`src/rtl/regfile_pkg.sv`:
```
// Shared types and defaults for the riscv32i multi-port register file.
// Consumers: regfile_mp, regfile_scoreboard, decode and hazard units.
package regfile_pkg;

  localparam int RF_XLEN  = 32;
  localparam int RF_NREGS = 32;

  typedef enum logic {RF_CLEAR, RF_READY} rf_state_e;

  function automatic int rf_aw(input int nregs);
    return $clog2(nregs);
  endfunction

endpackage

```
`src/rtl/regfile_scoreboard.sv`:
```
// Per-register pending-write scoreboard: an issue sets a bit, a writeback clears it.
// When both target the same register in one cycle, the set wins. Bit 0 is always 0.
module regfile_scoreboard
  import regfile_pkg::*;
#(
  parameter int  NREGS = RF_NREGS,
  localparam int AW    = rf_aw(NREGS)
) (
  input  logic             clk,
  input  logic             rst,
  input  logic             set_en,
  input  logic [AW-1:0]    set_addr,
  input  logic             clr_en,
  input  logic [AW-1:0]    clr_addr,
  output logic [NREGS-1:0] busy_vec
);

  logic [NREGS-1:0] busy_q;
  logic [NREGS-1:0] busy_d;

  // NOTE: every variable assigned in always_comb gets a default first, so no latch is inferred.
  always_comb begin
    busy_d = busy_q;
    if (clr_en) busy_d[clr_addr] = 1'b0;
    if (set_en) busy_d[set_addr] = 1'b1;
    busy_d[0] = 1'b0;
  end

  // NOTE: sequential state uses non-blocking assignments only.
  always_ff @(posedge clk or posedge rst) begin
    if (rst) busy_q <= '0;
    else     busy_q <= busy_d;
  end

  assign busy_vec = busy_q;

endmodule

```
`src/rtl/regfile_mp.sv`:
```
// Multi-read-port integer register file with registered reads, a post-reset clear
// sequencer and a pending-write scoreboard. Define REGFILE_BYPASS_EN for write-through forwarding.
module regfile_mp
  import regfile_pkg::*;
#(
  parameter int  XLEN  = RF_XLEN,
  parameter int  NREGS = RF_NREGS,
  parameter int  NRD   = 2,
  localparam int AW    = rf_aw(NREGS)
) (
  input  logic                      clk,
  input  logic                      rst,
  output logic                      ready,
  input  logic                      we,
  input  logic [AW-1:0]             wa,
  input  logic [XLEN-1:0]           wd,
  input  logic [NRD-1:0][AW-1:0]    ra,
  output logic [NRD-1:0][XLEN-1:0]  rd,
  output logic [NRD-1:0]            rbusy,
  input  logic                      iss_valid,
  input  logic [AW-1:0]             iss_addr,
  output logic [NREGS-1:0]          busy_vec
);

  rf_state_e              state;
  logic [AW-1:0]          clr_idx;
  logic [XLEN-1:0]        mem [NREGS];
  logic                   is_ready;
  logic                   wr_en;
  logic                   iss_en;
  logic [NRD-1:0][XLEN-1:0] rd_d;
  logic [NRD-1:0]         rbusy_d;

  assign is_ready = (state == RF_READY);
  assign wr_en    = is_ready && we && (wa != '0);
  assign iss_en   = is_ready && iss_valid && (iss_addr != '0);

  always_ff @(posedge clk or posedge rst) begin
    if (rst) begin
      state   <= RF_CLEAR;
      clr_idx <= '0;
      ready   <= 1'b0;
    end else if (state == RF_CLEAR) begin
      clr_idx <= clr_idx + 1'b1;
      if (clr_idx == AW'(NREGS - 1)) begin
        state <= RF_READY;
        ready <= 1'b1;
      end
    end
  end

  // NOTE: the storage array has no reset; the clear sequencer zeroes it after every reset.
  always_ff @(posedge clk) begin
    if (state == RF_CLEAR) mem[clr_idx] <= '0;
    else if (wr_en)        mem[wa]      <= wd;
  end

  regfile_scoreboard #(.NREGS(NREGS)) u_scoreboard (
    .clk      (clk),
    .rst      (rst),
    .set_en   (iss_en),
    .set_addr (iss_addr),
    .clr_en   (wr_en),
    .clr_addr (wa),
    .busy_vec (busy_vec)
  );

  // Read ports sample pre-write storage and pre-update scoreboard state.
  always_comb begin
    rd_d    = '0;
    rbusy_d = '0;
    for (int i = 0; i < NRD; i++) begin
      rd_d[i]    = (ra[i] == '0) ? '0 : mem[ra[i]];
      rbusy_d[i] = busy_vec[ra[i]];
`ifdef REGFILE_BYPASS_EN
      if (wr_en && (wa == ra[i])) begin
        rd_d[i]    = wd;
        rbusy_d[i] = 1'b0;
      end
`endif
    end
  end

  always_ff @(posedge clk or posedge rst) begin
    if (rst) begin
      rd    <= '0;
      rbusy <= '0;
    end else if (is_ready) begin
      rd    <= rd_d;
      rbusy <= rbusy_d;
    end else begin
      rd    <= '0;
      rbusy <= '0;
    end
  end

endmodule
```
`config.mk`:
```
export PLATFORM = sky130hd
export DESIGN_NAME = regfile_mp
export DESIGN_NICKNAME = d
export VERILOG_FILES = /design/src/rtl/regfile_pkg.sv /design/src/rtl/regfile_scoreboard.sv /design/src/rtl/regfile_mp.sv
export SDC_FILE = /design/constraint.sdc
export NUM_CORES = 1
export LEC_CHECK = 0
export BUFFER_PORTS_ARGS = -buffer_cell sky130_fd_sc_hd__buf_2
export CAP_MARGIN = 15
export CORE_AREA = 2 2 341 343
export CTS_CLUSTER_DIAMETER = 120
export DETAILED_ROUTE_END_ITERATION = 10
export DIE_AREA = 0 0 343 345
export GPL_TIMING_DRIVEN = 1
export PLACE_DENSITY = 0.6
export SLEW_MARGIN = 10
export SYNTH_ARGS = -nofsm -noshare
export SYNTH_HDL_FRONTEND = slang
export SYNTH_SLANG_ARGS = --single-unit
```
`constraint.sdc`:
```
create_clock -name clk -period 3.4 [get_ports clk]
set_input_delay 0.51 -clock clk [delete_from_list [all_inputs] [get_ports clk]]
set_output_delay 0.51 -clock clk [all_outputs]
set_load 0.05 [all_outputs]
```
# Word-level counts from Yosys, hierarchy flattened
# Memories as Yosys holds them, arrays and structs flattened.
# Cells that the tools add are included.
# W data, S select, Z words.
# classes
shifts	0
eq_ne	1
bitwise	4
reduce_logical	12
mux	23
add_sub_neg	1
div	0
multipliers	0
n_lt_le_gt_ge	6
# op_table
operator	count
$mux W32	5
$mux W64	1
$and A32 B32 Y32	1
$not A32 Y32	1
$or A32 B32 Y32	1
$reduce_or A32 Y1	1
$lt A5 B6 Y1 const B	4
$mux W1	11
$bmux W1 S5	2
$demux W1 S5	2
$ge A5 B1 Y1 const B	2
$logic_not A5 Y1	2
$reduce_bool A5 Y1	2
$logic_and A1 B1 Y1	6
$add A5 B1 Y5 const B	1
$eq A5 B5 Y1 const B	1
$mux W5	1
$mux W2	1
$reduce_and A2 Y1	1
$not A1 Y1	1
# totals
register_bits	104
inputBits	56
wordCells	55
mem_bits_ro	0
latch_bits	0
out_inout_bits	99
mem_bits_rw	1024
memories	1
# mem_list
name	words	word_bits	rd	rd_clocked_by_memory_dff	write_ports	line	text
mem	32	32	2	0	1	regfile_mp.sv:27	logic [XLEN-1:0] mem [NREGS];

# Logic depth before layout (Yosys ltp)
# logic_depth
depth_word	9
ltp_mapped	7
mapped_depth_nobuf	4

# By module
# A second synthesis with hierarchy kept.
# hier_totals
hier_cells	2462
area_unflattened_um2	51206.6
# by_module_without_submodules
module	instances	cells_each	seq_area_each_um2	area_per_inst_um2
regfile_mp	1	2341	32576.2	49919.1
regfile_scoreboard	1	121	775.7	1287.5

# Worst setup path before layout
# Ideal clock, no wire load.
# synth_timing
path_kind	in2reg
startpoint	input wa[0]
endpoint	memory mem[16][0] (netlist bit), enable pin
path_slack_ns	-0.123
arrival_ns	3.102
t_required_ns	2.979
setup_ns	0.421
path_stages	5
path_buffers	1
path_cell_list	or4_4 -> buf_6 -> o21ai_2 -> mux2_2 -> nor2_1
# synth_via
elab_chain_cells	7
word_cells_on_any_way	8
cone_classes	mux: 5; reduce/logical: 3
# synth_lines
element	line	text
start, declared	regfile_mp.sv:15	input logic [AW-1:0] wa,
$reduce_bool A5 Y1	regfile_mp.sv:35	assign wr_en = is_ready && we && (wa != '0);
$logic_and A1 B1 Y1	regfile_mp.sv:35	
$mux W1	regfile_mp.sv:55	else if (wr_en) mem[wa] <= wd;
$mux W1	regfile_mp.sv:54	if (state == RF_CLEAR) mem[clr_idx] <= '0;
$mux W1 (implied by the code)	regfile_mp.sv:55	
$reduce_or A32 Y1 (no line)	--	
$mux W5 (no line) / $mux W1 (equally long branches)	--	
end, declared	regfile_mp.sv:27	
# Parallel ways exist; a longest one is shown, timed or not.

# Worst setup path in the final report
# layout_timing
startpoint	register state, in the netlist is_ready
endpoint	memory mem[2][21] (netlist bit), enable pin
# layout_via
elab_chain_cells	7
word_cells_on_any_way	9
cone_classes	mux: 6; reduce/logical: 3
# layout_lines
element	line	text
start, declared	regfile_mp.sv:25	rf_state_e state;
start signal, assigned	regfile_mp.sv:40	state <= RF_CLEAR;
start signal, assigned	regfile_mp.sv:46	state <= RF_READY;
$logic_and A1 B1 Y1 (2 in a row)	regfile_mp.sv:35	
$mux W1	regfile_mp.sv:55	
$mux W1	regfile_mp.sv:54	
$mux W1 (implied by the code)	regfile_mp.sv:55	
$reduce_or A32 Y1 (no line)	--	
$mux W5 (no line) / $mux W1 (equally long branches)	--	
# Parallel ways exist; a longest one is shown, timed or not.

==> summary.md <==
| Metric | Value |
|---|---|
| Max cap viols | 0 |
| Via count | ~28000 |
| CP endpoint kind | register |
| Latest clock arrival within the worst-skew pair | a little over 0.7 ns |
| Site Rows | roughly 130 |
| Post-route DRC | 0 |
| Grt met2 use | 0.414 |
| Max-slew violations | 0 |
| Leak Pwr | around 0.02 µW |
| Met1 Use GR | 0.334 |
| Largest net degree at the start of global routing | 88 |
| PD cells | between 500 and 600 nW/µm² |
| Synthesized cell area | approximately 50000 µm² |
| Warnings from Yosys | 0 |
| Initial antenna violation count | 4 |
| Distinct cells, synth | between 50 and 60 |
| Post-route design area | a little under 60000 µm² |
| Max clock buf depth | 3 |
| VDD IR max | 0.424 mV |
| Die W | between 300 and 400 µm |
| Initial Utilization | 0.435 |
| CTS tree | done |
| Tcrit/Tclk final | 0.818 |
| Post-layout min period | 2.78 ns |
| Post-synth ARST share | 0.0922 |
| Via density | about 6.6 |
| Crit path from | is_ready$_DFF_PP0_ |
| WL/cell | ~34 µm |
| Critical path type | register to register |
| Area grow syn2layout | 16.1% |
| Yosys reg bits | 1128 |
| Core area | about 120000 µm² |
| Tightest Pin Transition | 1.13 ns |
| Resize count post-CTS | 0 |
| Post-synth EDFFs | between 1000 and 1500 |
| GRT Max-Usage Layer | met2 |
| Result of the run | finished, final reports clean |
| H-tree levels | 3 |
| Die Y | 345 µm |
| DP HPWL | between 80 and 90 mm |
| Nature of the critical path startpoint | register |
| Global-route wire length before repair | around 210 mm |
| Fin. Hold Viols | 0 |
| Multi-input logic area | 16200 µm² |
| CTS Hold Buffers Added | 0 |
| Buffers on Ports | approximately 150 |
| Routability cong. | ~0.85 |
| Dpl cell area | about 54000 µm² |
| Global Route Usage Sum | 0.249 |
| Core Util, Final | 0.504 |
| Synthesized Nets | 2512 |
| Crit path max fanout | 21 |
| Most used DFF post-synth | edfxtp_1 |
| Root buffer cell | clkbuf_16 |
| DR iter-0 viols | 3022 |
| Critical Path RT | 3.74 ns |
| RSZ-0062 raised after global routing | false |
| Reg2reg path depth | 6 |
| Drt pass-1 iters | 6 |
| Layout cells sized above 1 | 0.382 |
| Die area | between 100000 and 150000 µm² |
| Slew margin rel. | 0.247 |
| Worst Path Arrival | 3.12 ns |
| Routed Wire Length | around 150 mm |
| CTS buffer count | 120 |
| Final setup vio count | 0 |
| Fillers | roughly 9300 |
| Clock-pin slew on the worst setup and hold paths | about 0.060 ns |
| Syn avg cell area | 20.4 µm² |
| Vias in the first global route | 29500 |
| Reg area | 33400 µm² |
| Worst Hold Class | primary input to async pin |
| Final #Nets | 2743 |
| RR Startpoint | is_ready$_DFF_PP0_ |
| M3 GR Usage | 0.0417 |
| ANT nets after route | 0 |
| Setup bufs post-CTS | 0 |
| GRT Residual Overflow | 0 |
| Register area share after synthesis | 0.667 |
| Top-level port count | ~160 |
| Synth Instances | between 2000 and 2500 |
| Layout Skew | 0.0290 ns |
| Fmax | 360 MHz |
| Clock sinks | roughly 1100 |
## cells by family (layout without fill, tap and decap cells)
group,count (synthesis),after routing,share of synthesized area
xor gates and xnor gates,3,3,0.000525
AOI/OAI and AO/OA,348,348,0.0498
buffers and inverters,194,525,0.0170
other,1,3,0.0000750
adders and majority gates,2,2,0.000500
and+or+nand+nor,242,242,0.0271
muxes,536,536,0.238
DFF,1128,1128,0.667
## critical path, cell delays in order (launching register included)
cell and delay, ns:
dfrtp_1 0.53, and2_1 0.36, o21a_4 0.22, o21ai_0 0.09, buf_4 0.16, nor2_4 0.43, buf_4 0.58
## per-layer routing
metal,up-vias,part of all wire
li1,11200,-
met1,15300,0.38
met2,1474,0.50
met3,252,0.079
met4,0,0.032
met5,-,0
## path summary, 6_finish.rpt
check                                                 endpoint  slack, ns
max                                       mem[2][21]$_DFFE_PP_       0.62
min                                           rd[62]$_DFF_PP0_       0.07
max reg2reg                               mem[2][21]$_DFFE_PP_       0.62
min reg2reg                                  ready$_DFFE_PP0P_       0.45
max in group asynchronous  u_scoreboard.busy_vec[29]$_DFF_PP0_       2.57
min in group clk           u_scoreboard.busy_vec[20]$_DFF_PP0_       0.19
## where the power goes
group / total, µW / leakage [µW] / switching [µW] / internal (µW)
combinational: 2580 / 0.00622 / 1710 / 877
sequential: 15400 / 0.0120 / 91.8 / 15300
clock: 12800 / 0.00187 / 5440 / 7400
total: 30800 / 0.0201 / 7230 / 23600
## placed cells by master (no fill, tap or decap), types with 10 or more instances in the layout
cell and n:
clkinv_2 25, mux4_2 523, nand4_1 65, bufinv_16 10, a22oi_1 256, clkinv_1 19
buf_4 70, nand2b_1 15, buf_12 70, o21ai_0 65, dfrtp_1 104, clkbuf_16 120
buf_2 150, clkbuf_1 29, nor2_4 44, and2_1 33, edfxtp_1 1024, nand3b_1 10
nor2_1 13, nand2_1 23
## cells in the mapped netlist (3+ instances only)
| cell type | number | area [µm²] |
|---|---|---|
| xnor2_1 | 3 | 26.3 |
| nand2b_1 | 15 | 93.8 |
| nor3b_1 | 3 | 22.5 |
| nor3_1 | 5 | 25.0 |
| and3_1 | 4 | 25.0 |
| nor2b_1 | 4 | 25.0 |
| o21ai_0 | 65 | 325 |
| nand3b_1 | 10 | 75.1 |
| a22oi_1 | 256 | 1920 |
| nor2_2 | 4 | 25.0 |
| clkbuf_1 | 98 | 368 |
| nand3_1 | 8 | 40.0 |
| buf_2 | 75 | 375 |
| dfrtp_1 | 104 | 2600 |
| nand4_1 | 65 | 407 |
| buf_1 | 9 | 33.8 |
| mux2i_1 | 5 | 50.1 |
| o22ai_1 | 4 | 25.0 |
| inv_1 | 7 | 26.3 |
| and2_1 | 33 | 206 |
| nor2_1 | 53 | 199 |
| buf_4 | 3 | 22.5 |
| edfxtp_1 | 1024 | 30700 |
| nand2_1 | 23 | 86.3 |
| mux4_2 | 523 | 11800 |
| or2_2 | 3 | 18.8 |
| mux2_2 | 8 | 90.1 |
## state kept, by name, summed over array words and instances (netlist names)
name and flops:
ready 1, mem 1024, rd 64, u_scoreboard.busy_vec 31
rbusy 2, is_ready 1, clr_idx 5
## through the flow
stage / total power, µW / std cells / hold slack [ns] / setup TNS (ns) / setup slack, ns
after global placement: 18200 / 4084 / 0.439 / 0 / 0.328
final: 30800 / 4311 / 0.0674 / 0 / 0.620
after global routing: 31700 / 4311 / 0.142 / 0 / 0.519
after floorplan: 17300 / 2454 / 0.522 / -27.07 / -0.123
after CTS: 31000 / 4306 / 0.0982 / 0 / 0.571
after detailed placement: 18300 / 4084 / 0.443 / 0 / 0.319
## cell type report
class / count / area share
Sequential cell: 1128 / 0.574
Multi-Input combinational cell: 1132 / 0.278
Antenna cell: 2 / 0.0000862
Tap cell: 1524 / 0.0328
Timing Repair Buffer: 296 / 0.0477
Inverter: 7 / 0.000539
Clock inverter: 65 / 0.0104
Clock buffer: 157 / 0.0555
Note: power is estimated with default switching activity, not from simulation.
